## src/rtl/serial_word_matcher_pkg.sv

```systemverilog
// Shared definitions for the serial word matcher: state encoding,
// default sizing and a helper for the fill counter width.
package serial_word_matcher_pkg;

    typedef enum logic [1:0] {
        IDLE = 2'd0,
        FILL = 2'd1,
        RUN  = 2'd2
    } state_t;

    localparam int DEFAULT_WIDTH = 5;
    localparam int DEFAULT_CNT_W = 8;

    // Fill counter needs to hold 0..WIDTH-1 with one spare bit of headroom.
    function automatic int fill_cnt_width(input int w);
        return $clog2(w) + 1;
    endfunction

endpackage

```

## src/rtl/serial_word_matcher_if.sv

```systemverilog
// Bundles the serial input, control strobes and match results of the
// serial word matcher. The master side drives the bit stream and control;
// the slave side is the matcher itself.
interface serial_word_matcher_if #(
    parameter int WIDTH = serial_word_matcher_pkg::DEFAULT_WIDTH,
    parameter int CNT_W = serial_word_matcher_pkg::DEFAULT_CNT_W
);
    logic             load;
    logic [WIDTH-1:0] pattern_in;
    logic             bit_valid;
    logic             bit_in;
    logic             clear;
    logic             armed;
    logic [WIDTH-1:0] window;
    logic             match;
    logic [CNT_W-1:0] match_count;

    modport master (
        output load, pattern_in, bit_valid, bit_in, clear,
        input  armed, window, match, match_count
    );

    modport slave (
        input  load, pattern_in, bit_valid, bit_in, clear,
        output armed, window, match, match_count
    );
endinterface

```

## src/rtl/serial_word_matcher_word_eq.sv

```systemverilog
// Combinational WIDTH-bit equality: per-bit XNOR folded by an AND reduce.
module word_eq #(
    parameter int WIDTH = serial_word_matcher_pkg::DEFAULT_WIDTH
) (
    input  logic [WIDTH-1:0] a,
    input  logic [WIDTH-1:0] b,
    output logic             eq
);
    logic [WIDTH-1:0] bit_same;

    // A bit agrees when both sides carry the same value; the word agrees when all bits do.
    always_comb begin
        bit_same = ~(a ^ b);
        eq       = &bit_same;
    end
endmodule

```

## src/rtl/serial_word_matcher.sv

```systemverilog
// Bit-serial front end: shifts valid bits into a WIDTH-bit window and
// compares the post-shift window against a loaded pattern. A match is
// only reported once WIDTH bits have arrived since the last load, so a
// freshly cleared window cannot alias an all-zero pattern.
module serial_word_matcher
    import serial_word_matcher_pkg::*;
#(
    parameter int WIDTH = DEFAULT_WIDTH,
    parameter int CNT_W = DEFAULT_CNT_W
) (
    input  logic                 clk,
    input  logic                 rst_n,
    serial_word_matcher_if.slave bus
);
    localparam int FILL_W = fill_cnt_width(WIDTH);
    localparam logic [FILL_W-1:0] FILL_LAST = FILL_W'(WIDTH - 1);
    localparam logic [CNT_W-1:0]  CNT_MAX   = '1;

    state_t            state;
    state_t            next_state;
    logic [WIDTH-1:0]  pattern_q;
    logic [WIDTH-1:0]  window_q;
    logic [FILL_W-1:0] fill_cnt_q;
    logic              match_q;
    logic [CNT_W-1:0]  count_q;

    logic [WIDTH-1:0]  next_window;
    logic              window_eq;
    logic              shift_en;
    logic              fill_done;
    logic              match_next;

    // The comparator always looks at the window as it will be after this bit lands.
    word_eq #(.WIDTH(WIDTH)) u_word_eq (
        .a  (next_window),
        .b  (pattern_q),
        .eq (window_eq)
    );

    // Next-state and shift/compare decode; load overrides everything and drops any bit.
    always_comb begin
        next_state  = state;
        next_window = {window_q[WIDTH-2:0], bus.bit_in};
        shift_en    = 1'b0;
        fill_done   = 1'b0;
        match_next  = 1'b0;

        if (bus.load) begin
            next_state = FILL;
        end else if (bus.bit_valid && (state != IDLE)) begin
            shift_en  = 1'b1;
            fill_done = (state == FILL) && (fill_cnt_q == FILL_LAST);
            if (fill_done) begin
                next_state = RUN;
            end
            match_next = window_eq && ((state == RUN) || fill_done);
        end
    end

    // State register.
    always_ff @(posedge clk or negedge rst_n) begin
        if (!rst_n) begin
            state <= IDLE;
        end else begin
            state <= next_state;
        end
    end

    // Pattern latch, shift window and fill progress since the last load.
    always_ff @(posedge clk or negedge rst_n) begin
        if (!rst_n) begin
            pattern_q  <= '0;
            window_q   <= '0;
            fill_cnt_q <= '0;
        end else if (bus.load) begin
            pattern_q  <= bus.pattern_in;
            window_q   <= '0;
            fill_cnt_q <= '0;
        end else if (shift_en) begin
            window_q <= next_window;
            if (state == FILL) begin
                fill_cnt_q <= fill_cnt_q + 1'b1;
            end
        end
    end

    // Registered match pulse and saturating match counter; clear beats the increment.
    always_ff @(posedge clk or negedge rst_n) begin
        if (!rst_n) begin
            match_q <= 1'b0;
            count_q <= '0;
        end else begin
            match_q <= match_next;
            if (bus.clear) begin
                count_q <= '0;
            end else if (match_next && (count_q != CNT_MAX)) begin
                count_q <= count_q + 1'b1;
            end
        end
    end

    // Outputs come straight from registers; armed is a pure state decode.
    always_comb begin
        bus.armed       = (state == FILL) || (state == RUN);
        bus.window      = window_q;
        bus.match       = match_q;
        bus.match_count = count_q;
    end
endmodule
```

## src/flat_wrapper.sv

```systemverilog
// flat-port wrapper written by rule: the top's interface ports become plain ports
module serial_word_matcher_flat import serial_word_matcher_pkg::*;
#(
    parameter int WIDTH = DEFAULT_WIDTH,
    parameter int CNT_W = DEFAULT_CNT_W
)
  (clk, rst_n, bus_load, bus_pattern_in, bus_bit_valid, bus_bit_in, bus_clear, bus_armed, bus_window, bus_match, bus_match_count);
  serial_word_matcher_if #(.WIDTH(WIDTH), .CNT_W(CNT_W)) bus_i ();
  input  logic clk;
  input  logic rst_n;
  input wire logic [$bits(bus_i.load)-1:0] bus_load;
  input wire logic [$bits(bus_i.pattern_in)-1:0] bus_pattern_in;
  input wire logic [$bits(bus_i.bit_valid)-1:0] bus_bit_valid;
  input wire logic [$bits(bus_i.bit_in)-1:0] bus_bit_in;
  input wire logic [$bits(bus_i.clear)-1:0] bus_clear;
  output wire logic [$bits(bus_i.armed)-1:0] bus_armed;
  output wire logic [$bits(bus_i.window)-1:0] bus_window;
  output wire logic [$bits(bus_i.match)-1:0] bus_match;
  output wire logic [$bits(bus_i.match_count)-1:0] bus_match_count;
  assign bus_i.load = bus_load;
  assign bus_i.pattern_in = bus_pattern_in;
  assign bus_i.bit_valid = bus_bit_valid;
  assign bus_i.bit_in = bus_bit_in;
  assign bus_i.clear = bus_clear;
  assign bus_armed = bus_i.armed;
  assign bus_window = bus_i.window;
  assign bus_match = bus_i.match;
  assign bus_match_count = bus_i.match_count;
  serial_word_matcher #(.WIDTH(WIDTH), .CNT_W(CNT_W)) u_core (.clk(clk), .rst_n(rst_n), .bus(bus_i));
endmodule
```

## config.mk

```make
export PLATFORM = sky130hd
export DESIGN_NAME = serial_word_matcher_flat
export DESIGN_NICKNAME = d
export VERILOG_FILES = /design/src/rtl/serial_word_matcher_pkg.sv /design/src/rtl/serial_word_matcher_if.sv /design/src/rtl/serial_word_matcher_word_eq.sv /design/src/rtl/serial_word_matcher.sv /design/src/flat_wrapper.sv
export SDC_FILE = /design/constraint.sdc
export NUM_CORES = 1
export LEC_CHECK = 0
export ABC_AREA = 1
export BUFFER_PORTS_ARGS = -buffer_cell sky130_fd_sc_hd__clkbuf_2
export CAP_MARGIN = 5
export CORE_ASPECT_RATIO = 0.7
export CORE_UTILIZATION = 59
export DETAILED_ROUTE_END_ITERATION = 12
export GPL_TIMING_DRIVEN = 0
export PLACE_DENSITY = 0.85
export SYNTH_ARGS = -nofsm -noshare
export SYNTH_HDL_FRONTEND = slang
export SYNTH_SLANG_ARGS = --single-unit
```

## constraint.sdc

```tcl
create_clock -name clk -period 3.6 [get_ports clk]
set_input_delay 0.72 -clock clk [delete_from_list [all_inputs] [get_ports clk]]
set_output_delay 0.72 -clock clk [all_outputs]
set_load 0.02 [all_outputs]
```

After elaboration in Yosys (flattened, before gate mapping) --
Index checks and enable logic that the tools add are counted.
Word-level totals: memory bits (read-only) 0, memories 0, bits in latches 0, RAM bits 0, logic and storage cells 43, bits in registers 25, input bits 11
Operators by class: $mul 0, div/mod/pow operators 0, add/sub/neg operators 2, reduce and logical (&&, ||, !) cells 15, multiplexer cells 14, shift operators 0, $lt $le $gt $ge 0, eq/ne operators 4, bitwise gates (word level) 2
Operator list (number):
- $mux W8 | 2
- $mux W4 | 3
- $reduce_bool A2 Y1 | 6
- $mux W5 | 2
- $add A8 B1 Y8 const B | 1
- $ne A8 B8 Y1 const B | 1
- $mux W2 | 3
- $not A5 Y5 | 1
- $reduce_and A5 Y1 | 1
- $xor A5 B5 Y5 | 1
- $add A4 B1 Y4 const B | 1
- $eq A4 B3 Y1 const B | 1
- $logic_and A1 B1 Y1 | 4
- $mux W1 | 4
- $reduce_and A2 Y1 | 2
- $eq A2 B1 Y1 const B | 1
- $eq A2 B2 Y1 const B | 1
- $logic_or A1 B1 Y1 | 2

Depth between registers and ports, before layout --
depth after elaboration 9, depth in mapped cells 10, depth with buffers taken out 10

Modules after synthesis --
Synthesis repeated with hierarchy kept, for this count alone.
Second synthesis, totals: cell total of the unflattened synthesis 190, area total of the unflattened synthesis 1402.6 um^2
Modules (own cells, without submodules):
- serial_word_matcher | cells an instance 174, area an instance 1326.3 um^2, times used 1, seq. area each 625.6 um^2
- word_eq | cells an instance 16, area an instance 76.3 um^2, times used 1, seq. area each 0.0 um^2

Least setup slack after synthesis --
No wires, ideal clock.
kind flip-flop to output port, from register u_core.state[0], to output bus_armed, required time 2.880 ns, path slack 2.113 ns, cell stages (with the launch flop) 3, arrival 0.767 ns, path through dfrtp_1 inv_1 ha_1
Between the ends: cells in the longest elaborated chain, start to end 2, elaborated cells on any way between the ends 3, those cells by class eq/ne: 2; reduce/logical: 1
Ends and longest elaborated chain:
- start, declared | line serial_word_matcher.sv:19 | state_t state;
- start signal, assigned | line serial_word_matcher.sv:65 | state <= next_state;
- $eq A2 B1 Y1 or $eq A2 B2 Y1 (tied branches) | line serial_word_matcher.sv:104 | bus.armed = (state == FILL) || (state == RUN);
- $logic_or A1 B1 Y1 (*) | line serial_word_matcher.sv:104
- end, declared | line flat_wrapper.sv:16 | output wire logic [$bits(bus_i.armed)-1:0] bus_armed;
Every way passes the cells marked *; elsewhere a longest branch is shown, timed or not.

Worst setup path after layout --
Same ends and word-level chain as after synthesis.

==> flow_summary_export.csv <==
group,metric,value,unit
outcome,outcome,"completed",
worst_setup_path,worstPathMaxFanout,3,
synth,synth_mux_area_frac,0,
global_routing,gr-usage-all-layers,0.257,
global_routing,grt_pass1_wl,5.02,mm
timing,setup_tns,0,ns
timing,finalClockSkew,0.00280,ns
timing,rsz0062_at_grt,"false",
cts,cts_setup_buffers,0,
global_routing,grt_overflow,0,
timing,relSlewSlack,0.592,
routing,avgRoutedWirePerCell,11.9,microns
cts,hold_buffers,0,
floorplanning,io_pins,26,
routing,drt_iter0_markers,70,
global_routing,grt_max_degree,26,
worst_setup_path,cp.arrival,1.24,ns
worst_setup_path,path_class,"reg2out",
global_routing,use_met2,0.398,
synth,netlist.area_leader.share,0.423,
cells_and_area,fin_util,0.740,
place,place_area,1640,sq um
routing,drt_wl_total,3.03,mm
routing,drc,0,
cts,cts_max_level,1,
synth,avgSynthCellArea,7.58,sq um
global_routing,grtUsageMet1,0.359,
synth,yosysTopAreaCell,"dfrtp_1",
synth,synth_top_family_by_area,"simple AND/OR/NAND/NOR gates",
cells_and_area,num-nets-final,242,
timing,final.period_utilization,0.545,
place,hpwl,2.36,mm
synth,synth_fa_ha_area_frac,0.0508,
synth,synth_compound_area_frac,0.0668,
cells_and_area,diodes,0,
cells_and_area,design_area,1670,sq um
cts,clock_path_buffers,2,
cts,cts_buffers,3,
power_and_ir_drop,ir_drop,233,uV
floorplanning,die_area,2710,sq um
cts,cts_sinks,25,
timing,clock.fmax,0.509,GHz
timing,tightest_slew,0.613,ns
cells_and_area,n_fill_cell,190,
floorplanning,initial_utilization,0.654,
timing,finalHoldViolations,0,
worst_setup_path,endpoint_kind,"primary output",
routing,postRouteAntennaNets,0,
floorplanning,fp.dieW,61.8,microns
synth,yosys_warnings,0,
global_routing,grtUsageMet3,0.0687,
synth,synthCells,195,
power_and_ir_drop,power_density,292,nW/um^2
floorplanning,core,2260,sq um
synth,synth_area,1480,sq um
synth,synth.distinct_cells,24,
worst_setup_path,crit_required,2.88,ns
synth,ys_seq_elements,25,
timing,drv_slew,0,
cells_and_area,regArea,626,sq um
place,gp_congestion,0.882,
cts,clock_latency,0.32,ns
timing,finalCriticalPeriod,1.96,ns
global_routing,antenna_found_initial,0,
cts,cts-resized-gates,0,
global_routing,first_global_vias,1154,
hold_path,min_path_type,"in2async",
routing,dr_total_vias,1319,
cells_and_area,area_delta_synth_final,13.0,%
floorplanning,std_cell_rows,14,
cells_and_area,drive_gt1_frac,0.192,
synth,synthXorXnorAreaFrac,0.0296,
floorplanning,die_h,43.9,microns
global_routing,busiest_layer,"met2",
job,cap_violations,0,
routing,vias_per_cell,5.15,
timing,setup_viol,0,
synth,yosysSeqAreaShare,0.423,
synth,synthSimpleGateAreaFrac,0.340,
power_and_ir_drop,p_leak,0.898,nW
worst_setup_path,start_kind,"register",
cts,cts.reportedPaths.clkPinSlew,0.13,ns
place,port_buffers,25,
synth,synth.net_count,212,
cts,clock-root-buffer,"clkbuf_4",
routing,drtPass1Iterations,4,
synth,synth_area_leaders,"dfrtp_1 (42%), nand2_1 (15%), inv_1 (6.9%)",
cells_and_area,multi_input_area,721,sq um
cts,cts_tree,"done",
-- per-layer routing --
layer  vias to the layer above  part of all wire
li1                        680                 -
met1                       604              0.50
met2                        33              0.45
met3                         2             0.040
met4                         0            0.0066
met5                         -                 0
-- worst paths after layout --
path                                 start  slack, ns  cells past startpoint                   endpoint
max                        u_core.state[0]       1.64                      3                  bus_armed
min                                  rst_n       0.38                      1            u_core.state[1]
max reg2reg                u_core.state[0]       1.99                      9  u_core.bus.match_count[4]
min reg2reg                u_core.state[0]       0.53                      2            u_core.state[0]
max in group asynchronous            rst_n       2.82                      1        u_core.pattern_q[4]
min in group clk           u_core.state[0]       0.53                      2            u_core.state[0]
-- cells in the mapped netlist --
master,number
nand2_1,61
inv_1,27
dfrtp_1,25
nor2_1,15
nand3_1,12
nand4_1,9
o21ai_0,7
ha_1,6
inv_2,4
o22ai_1,4
a21oi_1,3
nor2_4,3
xor2_1,3
clkinv_1,2
nand3_4,2
nor2_2,2
nor3_1,2
xnor2_1,2
a211oi_1,1
a31o_2,1
buf_2,1
clkbuf_1,1
nand3_2,1
o21bai_1,1
-- critical path, stage by stage, from the launching register on --
cell	delay, ns
dfrtp_1	0.40
inv_1	0.07
ha_1	0.30
clkbuf_2	0.16
-- power breakdown --
group | internal (mW) | switching, mW
Sequential | 0.290 | 0.00771
Clock | 0.0416 | 0.0826
Combinational | 0.0226 | 0.0435
Total | 0.354 | 0.134
-- metrics by stage --
step / power [mW] / cells / setup WS [ns] / hold slack [ns]
finish: 0.488 / 256 / 1.64 / 0.384
global route: 0.510 / 256 / 1.58 / 0.409
CTS: 0.491 / 256 / 1.63 / 0.396
detailed placement: 0.369 / 252 / 1.86 / 0.500
global placement: 0.365 / 252 / 1.88 / 0.491
floorplan: 0.344 / 195 / 2.11 / 0.424
-- cells by family (layout without fill, tap and decap cells) --
| logic type | Yosys count | in the layout |
|---|---|---|
| AND/OR/NAND/NOR | 107 | 107 |
| buffers and inverters | 35 | 64 |
| XOR/XNOR | 5 | 5 |
| adder cells (fa/ha/maj) | 6 | 6 |
| flip-flops | 25 | 25 |
| AO/OA/AOI/OAI | 17 | 17 |
-- cells in the final DEF (no fill, tap or decap) --
cell,count
nand2_1,61
inv_1,27
clkbuf_2,25
dfrtp_1,25
nor2_1,15
nand3_1,12
nand4_1,9
o21ai_0,7
ha_1,6
inv_2,4
o22ai_1,4
nor2_4,3
a21oi_1,3
xor2_1,3
clkbuf_4,3
xnor2_1,2
nor2_2,2
nand3_4,2
nor3_1,2
clkinv_1,2
o21bai_1,1
nand3_2,1
buf_2,1
clkbuf_1,1
a31o_2,1
a211oi_1,1
clkinv_2,1
-- final cells by class --
cell class                      count  share of cell area
Sequential cell                    25               0.374
Inverter                           33              0.0741
Tap cell                           32              0.0240
Clock inverter                      1             0.00299
Multi-Input combinational cell    135               0.431
Clock buffer                        3              0.0135
Timing Repair Buffer               25              0.0749
Buffer                              2             0.00524
-- sequential cells by signal, indices dropped and copies added, names as in the netlist --
register,count
u_core.bus.window,5
u_core.state,2
u_core.fill_cnt_q,4
u_core.pattern_q,5
u_core.bus.match,1
u_core.bus.match_count,8
Power figures use the tool's default switching activity.
